`src/rtl/loopback_ctrl_if.sv`:
```
// loopback_ctrl_if: host read/write channels and loopback FIFO control seen by the sequencer.
interface loopback_ctrl_if #(
  parameter int ADDR_WIDTH = 42,
  parameter int CNT_WIDTH  = 4
);
  logic                  rd_req_valid;
  logic [ADDR_WIDTH-1:0] rd_req_addr;
  logic                  rd_req_almost_full;
  logic                  rd_rsp_valid;
  logic                  wr_req_valid;
  logic [ADDR_WIDTH-1:0] wr_req_addr;
  logic                  wr_req_almost_full;
  logic                  wr_rsp_valid;
  logic                  fifo_enq_en;
  logic                  fifo_deq_en;
  logic                  fifo_empty;
  logic [CNT_WIDTH-1:0]  fifo_count;
  modport master (
    output rd_req_valid, rd_req_addr, wr_req_valid, wr_req_addr, fifo_enq_en, fifo_deq_en,
    input  rd_req_almost_full, rd_rsp_valid, wr_req_almost_full, wr_rsp_valid, fifo_empty, fifo_count
  );
  modport slave (
    input  rd_req_valid, rd_req_addr, wr_req_valid, wr_req_addr, fifo_enq_en, fifo_deq_en,
    output rd_req_almost_full, rd_rsp_valid, wr_req_almost_full, wr_rsp_valid, fifo_empty, fifo_count
  );
endinterface

```
`src/rtl/loopback_ctrl.sv`:
```
// loopback_ctrl: copies num_lines cache lines src->dst through the loopback FIFO with credit-gated reads.
module loopback_ctrl #(
  parameter int ADDR_WIDTH = 42,
  parameter int LEN_WIDTH  = 32,
  parameter int FIFO_DEPTH = 8,
  parameter int CNT_WIDTH  = $clog2(FIFO_DEPTH) + 1
) (
  input  logic                  clk,
  input  logic                  reset_n,
  input  logic                  start,
  input  logic [ADDR_WIDTH-1:0] src_addr,
  input  logic [ADDR_WIDTH-1:0] dst_addr,
  input  logic [LEN_WIDTH-1:0]  num_lines,
  output logic                  busy,
  output logic                  done,
  output logic                  error,
  loopback_ctrl_if.master       bus
);
  localparam int OW = LEN_WIDTH + 1;
  typedef enum logic [1:0] {IDLE, RUN, DRAIN, DONE} state_t;
  state_t state, state_nx;
  logic [ADDR_WIDTH-1:0] src, dst;
  logic [LEN_WIDTH-1:0]  num, rd_sent, rd_rcvd, wr_sent, wr_rcvd;
  logic [CNT_WIDTH-1:0]  fcount;
  logic [OW-1:0]         occ;
  logic err, armed, start_acc, live, rd_issue, enq, wr_issue, ack, err_set;
  assign fcount = bus.fifo_count;
  always_comb begin
    start_acc = state == IDLE && start;
    live      = state == RUN || state == DRAIN;
    // FIFO occupancy plus reads still in flight must stay within usable capacity
    occ       = OW'(fcount) + OW'(rd_sent - rd_rcvd);
    rd_issue  = state == RUN && rd_sent < num && !bus.rd_req_almost_full && occ < OW'(FIFO_DEPTH - 1);
    enq       = live && bus.rd_rsp_valid && rd_rcvd < num;
    wr_issue  = state == RUN && !bus.fifo_empty && !bus.wr_req_almost_full && wr_sent < num;
    ack       = live && bus.wr_rsp_valid && wr_rcvd < num;
    // stray responses only count once a job has been accepted since the last reset
    err_set   = armed && ((bus.rd_rsp_valid && !enq) || (bus.wr_rsp_valid && !ack));
    state_nx  = state;
    case (state)
      IDLE:    state_nx = start ? (num_lines != '0 ? RUN : DONE) : IDLE;
      RUN:     state_nx = wr_sent + LEN_WIDTH'(wr_issue) == num ? DRAIN : RUN;
      DRAIN:   state_nx = wr_rcvd + LEN_WIDTH'(ack) == num ? DONE : DRAIN;
      default: state_nx = IDLE;
    endcase
  end
  always_ff @(posedge clk) begin
    if (!reset_n) begin
      state   <= IDLE;
      rd_sent <= '0;
      rd_rcvd <= '0;
      wr_sent <= '0;
      wr_rcvd <= '0;
      err     <= 1'b0;
      armed   <= 1'b0;
    end else begin
      state <= state_nx;
      if (start_acc) begin
        src     <= src_addr;
        dst     <= dst_addr;
        num     <= num_lines;
        rd_sent <= '0;
        rd_rcvd <= '0;
        wr_sent <= '0;
        wr_rcvd <= '0;
        err     <= 1'b0;
        armed   <= 1'b1;
      end else begin
        rd_sent <= rd_sent + LEN_WIDTH'(rd_issue);
        rd_rcvd <= rd_rcvd + LEN_WIDTH'(enq);
        wr_sent <= wr_sent + LEN_WIDTH'(wr_issue);
        wr_rcvd <= wr_rcvd + LEN_WIDTH'(ack);
        err     <= err | err_set;
      end
    end
  end
  assign busy             = state != IDLE;
  assign done             = state == DONE;
  assign error            = err;
  assign bus.rd_req_valid = rd_issue;
  assign bus.rd_req_addr  = src + ADDR_WIDTH'(rd_sent);
  assign bus.fifo_enq_en  = enq;
  assign bus.wr_req_valid = wr_issue;
  assign bus.fifo_deq_en  = wr_issue;
  assign bus.wr_req_addr  = dst + ADDR_WIDTH'(wr_sent);
endmodule

```
`src/flat_wrapper.sv`:
```
// flat-port wrapper written by rule: the top's interface ports become plain ports
module loopback_ctrl_flat 
#(
  parameter int ADDR_WIDTH = 42,
  parameter int LEN_WIDTH  = 32,
  parameter int FIFO_DEPTH = 8,
  parameter int CNT_WIDTH  = $clog2(FIFO_DEPTH) + 1
)
  (clk, reset_n, start, src_addr, dst_addr, num_lines, busy, done, error, bus_rd_req_valid, bus_rd_req_addr, bus_wr_req_valid, bus_wr_req_addr, bus_fifo_enq_en, bus_fifo_deq_en, bus_rd_req_almost_full, bus_rd_rsp_valid, bus_wr_req_almost_full, bus_wr_rsp_valid, bus_fifo_empty, bus_fifo_count);
  loopback_ctrl_if #(.ADDR_WIDTH(ADDR_WIDTH), .CNT_WIDTH(CNT_WIDTH)) bus_i ();
  input  logic clk;
  input  logic reset_n;
  input  logic start;
  input  logic [ADDR_WIDTH-1:0] src_addr;
  input  logic [ADDR_WIDTH-1:0] dst_addr;
  input  logic [LEN_WIDTH-1:0] num_lines;
  output logic busy;
  output logic done;
  output logic error;
  output wire logic [$bits(bus_i.rd_req_valid)-1:0] bus_rd_req_valid;
  output wire logic [$bits(bus_i.rd_req_addr)-1:0] bus_rd_req_addr;
  output wire logic [$bits(bus_i.wr_req_valid)-1:0] bus_wr_req_valid;
  output wire logic [$bits(bus_i.wr_req_addr)-1:0] bus_wr_req_addr;
  output wire logic [$bits(bus_i.fifo_enq_en)-1:0] bus_fifo_enq_en;
  output wire logic [$bits(bus_i.fifo_deq_en)-1:0] bus_fifo_deq_en;
  input wire logic [$bits(bus_i.rd_req_almost_full)-1:0] bus_rd_req_almost_full;
  input wire logic [$bits(bus_i.rd_rsp_valid)-1:0] bus_rd_rsp_valid;
  input wire logic [$bits(bus_i.wr_req_almost_full)-1:0] bus_wr_req_almost_full;
  input wire logic [$bits(bus_i.wr_rsp_valid)-1:0] bus_wr_rsp_valid;
  input wire logic [$bits(bus_i.fifo_empty)-1:0] bus_fifo_empty;
  input wire logic [$bits(bus_i.fifo_count)-1:0] bus_fifo_count;
  assign bus_rd_req_valid = bus_i.rd_req_valid;
  assign bus_rd_req_addr = bus_i.rd_req_addr;
  assign bus_wr_req_valid = bus_i.wr_req_valid;
  assign bus_wr_req_addr = bus_i.wr_req_addr;
  assign bus_fifo_enq_en = bus_i.fifo_enq_en;
  assign bus_fifo_deq_en = bus_i.fifo_deq_en;
  assign bus_i.rd_req_almost_full = bus_rd_req_almost_full;
  assign bus_i.rd_rsp_valid = bus_rd_rsp_valid;
  assign bus_i.wr_req_almost_full = bus_wr_req_almost_full;
  assign bus_i.wr_rsp_valid = bus_wr_rsp_valid;
  assign bus_i.fifo_empty = bus_fifo_empty;
  assign bus_i.fifo_count = bus_fifo_count;
  loopback_ctrl #(.ADDR_WIDTH(ADDR_WIDTH), .LEN_WIDTH(LEN_WIDTH), .FIFO_DEPTH(FIFO_DEPTH), .CNT_WIDTH(CNT_WIDTH)) u_core (.clk(clk), .reset_n(reset_n), .start(start), .src_addr(src_addr), .dst_addr(dst_addr), .num_lines(num_lines), .busy(busy), .done(done), .error(error), .bus(bus_i));
endmodule
```
`config.mk`:
```
export PLATFORM = sky130hd
export DESIGN_NAME = loopback_ctrl_flat
export DESIGN_NICKNAME = d
export VERILOG_FILES = /design/src/rtl/loopback_ctrl_if.sv /design/src/rtl/loopback_ctrl.sv /design/src/flat_wrapper.sv
export SDC_FILE = /design/constraint.sdc
export NUM_CORES = 1
export LEC_CHECK = 0
export CORE_MARGIN = 10
export CORE_UTILIZATION = 40
export DETAILED_ROUTE_END_ITERATION = 7
export PLACE_DENSITY = 0.58
export SYNTH_ARGS = -nofsm -noshare
export SYNTH_HDL_FRONTEND = slang
export SYNTH_SLANG_ARGS = --single-unit
```
`constraint.sdc`:
```
create_clock -name clk -period 7.95 [get_ports clk]
set_input_delay 0.795 -clock clk [delete_from_list [all_inputs] [get_ports clk]]
set_output_delay 0.795 -clock clk [all_outputs]
set_load 0.05 [all_outputs]
```
* Yosys cells after proc, flatten, opt, wreduce, memory -nomap -nowiden
Cells that the tools add are included.
** Operators by class
- Bitwise logic cells :: 2
- Eq/ne operators :: 5
- Reduce and logical (&&, ||, !) cells :: 26
- Magnitude comparators :: 5
- Mux-type cells :: 5
- $add $sub $neg :: 8
** Operator list (count)
- 32-bit by 1-bit adder with 32-bit output :: 4
- 32-bit < comparator :: 4
- 42-bit by 32-bit adder with 42-bit output :: 2
- 32-bit equality test :: 2
- 4-bit by 33-bit adder with 33-bit output :: 1
- 33-bit by 3-bit < comparator with 1-bit output, second input constant :: 1
- 32-bit by 32-bit subtractor with 33-bit output :: 1
- 32-bit nonzero test :: 1
- 1-bit logical AND :: 14
- 2-bit 2-to-1 mux :: 3
- 2-bit case mux with 3 select lines :: 1
- 1-bit logical NOT :: 5
- 2-bit equality test, second input constant :: 2
- 2-bit by 1-bit equality test with 1-bit output, second input constant :: 1
- 2-bit logical NOT :: 1
- 1-bit logical OR :: 2
- 2-bit AND reduction :: 1
- 2-bit nonzero test :: 1
- 2-bit OR reduction :: 1
- 1-bit 2-to-1 mux :: 1
- 1-bit NOT :: 1
- 1-bit OR :: 1
** Word-level totals
- Input port bits :: 128
- Register bits :: 248
- Word-level logic and storage cells :: 61
- Output and inout port bits :: 91

* Logic depth before layout (Yosys ltp)
- Depth in word-level cells :: 9
- Depth in mapped cells :: 26
- Mapped depth without buffers :: 26

* Worst setup path after synthesis
No wires, ideal clock.
- Kind :: input-to-reg
- Start point :: input port bus_fifo_count[1]
- End point :: register u_core.rd_sent[28]
- Stages :: 25
- Required time :: 7.822 ns
- Arrival time :: 7.277 ns
- Setup time :: 0.128 ns
- Path slack :: 0.545 ns
- Path through :: inv_1 fa_1 inv_1 ha_1 a211oi_1 nor2_1 o31a_1 o41a_1 a41o_1 a221oi_1 o21ai_0 a31oi_1 xnor2_1 nand4_1 nor4_1 ha_1 ha_1 and3_1 nand3_1 nor2_1 and3_1 nor2b_1 nand4_1 xor2_1 nor2_1
** Between the ends
- Longest elaborated chain between the ends :: 4
** RTL lines
- from (decl) :: RTL line flat_wrapper.sv:31 : input wire logic [$bits(bus_i.fifo_count)-1:0] bus_fifo_count;
- 4-bit by 33-bit adder with 33-bit output :: RTL line loopback_ctrl.sv:32 : occ = OW'(fcount) + OW'(rd_sent - rd_rcvd);
- 33-bit by 3-bit < comparator with 1-bit output :: RTL line loopback_ctrl.sv:33 : rd_issue = state == RUN && rd_sent < num && !bus.rd_req_almost_full && occ < OW'(FIFO_DEPTH - 1);
- 1-bit logical AND :: RTL line loopback_ctrl.sv:33
- named net bus_rd_req_valid :: RTL line flat_wrapper.sv:20 : output wire logic [$bits(bus_i.rd_req_valid)-1:0] bus_rd_req_valid;
- 32-bit by 1-bit adder with 32-bit output :: RTL line loopback_ctrl.sv:69 : rd_sent <= rd_sent + LEN_WIDTH'(rd_issue);
- to (signal assigned) :: RTL line loopback_ctrl.sv:69
- to (decl) :: RTL line loopback_ctrl.sv:23 : logic [LEN_WIDTH-1:0] num, rd_sent, rd_rcvd, wr_sent, wr_rcvd;
The timed path passes the listed nets, and every way through them passes these cells.
A chain may end at the register's enable or synchronous reset.

* Final worst setup path
- Start point :: input port bus_fifo_count[1]
- End point :: output port bus_rd_req_valid
** Between the ends
- Longest elaborated chain between the ends :: 3
** RTL lines (RTL line)
- 4-bit by 33-bit adder with 33-bit output :: loopback_ctrl.sv:32
- 33-bit by 3-bit < comparator with 1-bit output :: loopback_ctrl.sv:33
- 1-bit logical AND :: loopback_ctrl.sv:33
- to (decl) :: flat_wrapper.sv:20
No other way between the ends.

==> metrics.yaml <==
status:
  run_status: "complete, no violations"
drt:
  final_antenna_net_count: 0
  wirelength_microns: 60400
  drt_iter0_drc: 1040
  dr.pass1.iters: 6
  drc_errors: 0
  via_per_inst: 5.54
  wire_per_inst_microns: 20.5
  routed-via-count: 16300
timing:
  setup_violations: 0
  tightest_slew_ns: 1.08
  final-hold-violation-count: 0
  fin_skew_ns: 0.0273
  rsz0062_at_grt: "no"
  finalSetupTns_ns: 0
  holdWs_ns: 0.532
  max_freq_ghz: 0.147
  relSlewSlack_pct: 27.6
  drv_slew: 0
  fin_crit_ns: 6.81
  period_share_pct: 85.6
logic_synthesis:
  synth_seq_cells: 248
  syn_area_per_cell_sq_um: 9.04
  synth-edff-count: 116
  syn_inst: 2085
  yosys.cell_types.count: 82
  synth_fp_nets: 2480
  yosys_warnings: 0
  async_flop_share_pct: 0
  ys_seq_area_share_pct: 32.5
  syn_area_sq_mm: 0.0189
  ys.flop_type: "dfxtp_1"
floorplanning:
  fp.dieH_microns: 237
  initial_core_util_pct: 40.5
  die_area_sq_mm: 0.0562
  ioPinCount: 219
  core_area_sq_mm: 0.0466
  die_w_microns: 237
  rows: 79
cts:
  clkLatencyLatePin_ns: 0.56
  cts_tree: "yes"
  clkSinkCount: 248
  cts_resized: 0
  clk_pin_slew_ns: 0.06
  cts-hold-fix-buffers: 0
  post_cts_buffers: 0
  cts_root_buf: "clkbuf_16"
  numCtsBuffers: 34
  cts_max_level: 2
  cts_max_path_buffers: 3
grt:
  antenna_found_initial: 0
  grt_first_pass_wirelength_microns: 92700
  overflow: 0
  grtUsageTotal_pct: 20.7
  grt_max_degree: 77
  first_global_vias: 16600
pwr:
  p_leak_nw: 9.62
  p_per_area_mw_per_mm2: 143
  ir_drop_v: 0.000152
  power.total_mw: 3.25
placement:
  place_hpwl_microns: 48700
  port_buffers: 218
  gp_congestion: 1.02
  dpl_cell_area_sq_mm: 0.0217
cells_and_area:
  layout-drive-gt1-share_pct: 3.72
  diodes: 0
  fin_area_sq_mm: 0.0228
  nets: 2705
  syn2layout_area_growth_pct: 20.8
min_path:
  worstHoldPathType: "flop to flop"
run:
  cap_viol_max_count: 0
critical_path:
  critPathRequiredTime_ns: 7.15
  arrival_ns: 6.01
  crit_path_end_kind: "output pin"
  worstSetupPathType: "primary input to output pin"
  path_max_fanout: 5
  critPathLaunchType: "primary input"
[layer usage]
layer,part of all wire [%],global-route usage [%],wire length (microns)
met2,49,36.2,29600
met4,4.4,9.53,2640
met3,4.6,3.38,2760
met1,42,24.3,25400
met5,0,0,0
[logic make-up (layout without fill, tap and decap cells)]
| group | count (synthesis) | in the layout | share of synthesized area [%] |
|---|---|---|---|
| simple gates | 719 | 719 | 19.0 |
| compound gates | 437 | 437 | 15.4 |
| fa+ha+maj | 267 | 267 | 18.0 |
| xor+xnor | 248 | 248 | 11.5 |
| flops | 248 | 248 | 32.5 |
| buf+inv | 159 | 410 | 3.23 |
| mux | 7 | 7 | 0.385 |
[power by group]
group	internal, mW	switching [mW]	leakage (nW)
Clock	0.859	0.614	0.518
Combinational	0.160	0.228	6.96
Sequential	1.37	0.0197	2.14
Total	2.39	0.862	9.62
[worst max-delay path: stages]
cell and delay [ns]:
clkdlybuf4s50_1 0.46, inv_1 0.05, fa_1 0.53, inv_1 0.07
ha_1 0.31, a211oi_1 0.24, nor2_1 0.14, o31a_1 0.29
o41a_1 0.48, o31a_1 0.31, a311oi_1 0.28, nand4_1 0.19
a2111oi_0 0.49, nand4_1 0.14, nor4_1 0.18, buf_4 0.18
clkdlybuf4s50_1 0.84
[synth_stat cells, types with 8 or more instances]
| cell type | instances | area share, % |
|---|---|---|
| o2111ai_1 | 10 | 0.46 |
| xnor2_1 | 167 | 7.8 |
| or3_1 | 18 | 0.60 |
| a21oi_1 | 117 | 3.1 |
| o211ai_1 | 11 | 0.44 |
| nand2_1 | 114 | 2.3 |
| ha_1 | 261 | 17 |
| nor2b_1 | 26 | 0.86 |
| o21a_1 | 12 | 0.48 |
| a2111oi_0 | 8 | 0.37 |
| o21ai_0 | 76 | 2.0 |
| a21o_1 | 76 | 3.0 |
| a211oi_1 | 23 | 0.92 |
| and2_1 | 12 | 0.40 |
| xor2_1 | 81 | 3.8 |
| a31oi_1 | 22 | 0.73 |
| nor4_1 | 28 | 0.93 |
| inv_1 | 119 | 2.4 |
| nor3_1 | 45 | 1.2 |
| nor2_1 | 233 | 4.6 |
| nand4_1 | 61 | 2.0 |
| edfxtp_1 | 116 | 18 |
| o21bai_1 | 12 | 0.48 |
| dfxtp_1 | 132 | 14 |
| nand3_1 | 75 | 2.0 |
| and3_1 | 36 | 1.2 |
| clkbuf_1 | 36 | 0.72 |
| nand2b_1 | 30 | 1.0 |
[state kept, by name (all words and copies together), names as in the netlist]
register	cells
u_core.dst	42
u_core.src	42
u_core.num	32
u_core.rd_rcvd	32
u_core.rd_sent	32
u_core.wr_rcvd	32
u_core.wr_sent	32
u_core.state	2
u_core.armed	1
u_core.error	1
[stage by stage]
step	util (%)	setup WS (ns)	instances
5_1_grt	48.9	0.559	2943
2_1_floorplan	-	0.545	2085
3_3_place_gp	46.7	0.692	2881
4_1_cts	48.9	1.07	2943
6_report	48.9	1.14	2943
3_5_place_dp	46.7	0.597	2881
[final timing paths]
path / start / endpoint / slack (ns) / cells after the start
setup / recovery: bus_fifo_count[1] / bus_rd_req_valid / 1.14 / 17
hold / removal: u_core.rd_rcvd[30] / u_core.rd_rcvd[30] / 0.53 / 2
setup reg to reg: u_core.rd_sent[1] / u_core.rd_sent[28] / 1.40 / 25
hold reg to reg: u_core.rd_rcvd[30] / u_core.rd_rcvd[30] / 0.53 / 2
[placed cells by master (no fill, tap or decap), types with 26 or more instances in the layout]
cell type,count
nor3_1,45
nand2_1,113
a21oi_1,117
o21ai_0,76
xor2_1,81
dfxtp_1,132
nor2_1,233
nand3_1,75
clkdlybuf4s50_1,218
nor2b_1,26
xnor2_1,167
nand2b_1,30
edfxtp_1,116
inv_1,119
and3_1,35
nand4_1,61
ha_1,261
clkbuf_16,35
a21o_1,76
nor4_1,28
[layout make-up]
cell class / instances / area (sq um)
sequential: 248 / 6130
inverter: 119 / 447
multi-input combinational: 1678 / 12100
clock inverter: 15 / 118
tap: 607 / 759
clock buffer: 47 / 931
fill: 4430 / 23800
timing repair buffer: 229 / 2260
No activity file was read; power rests on OpenSTA's default activity.
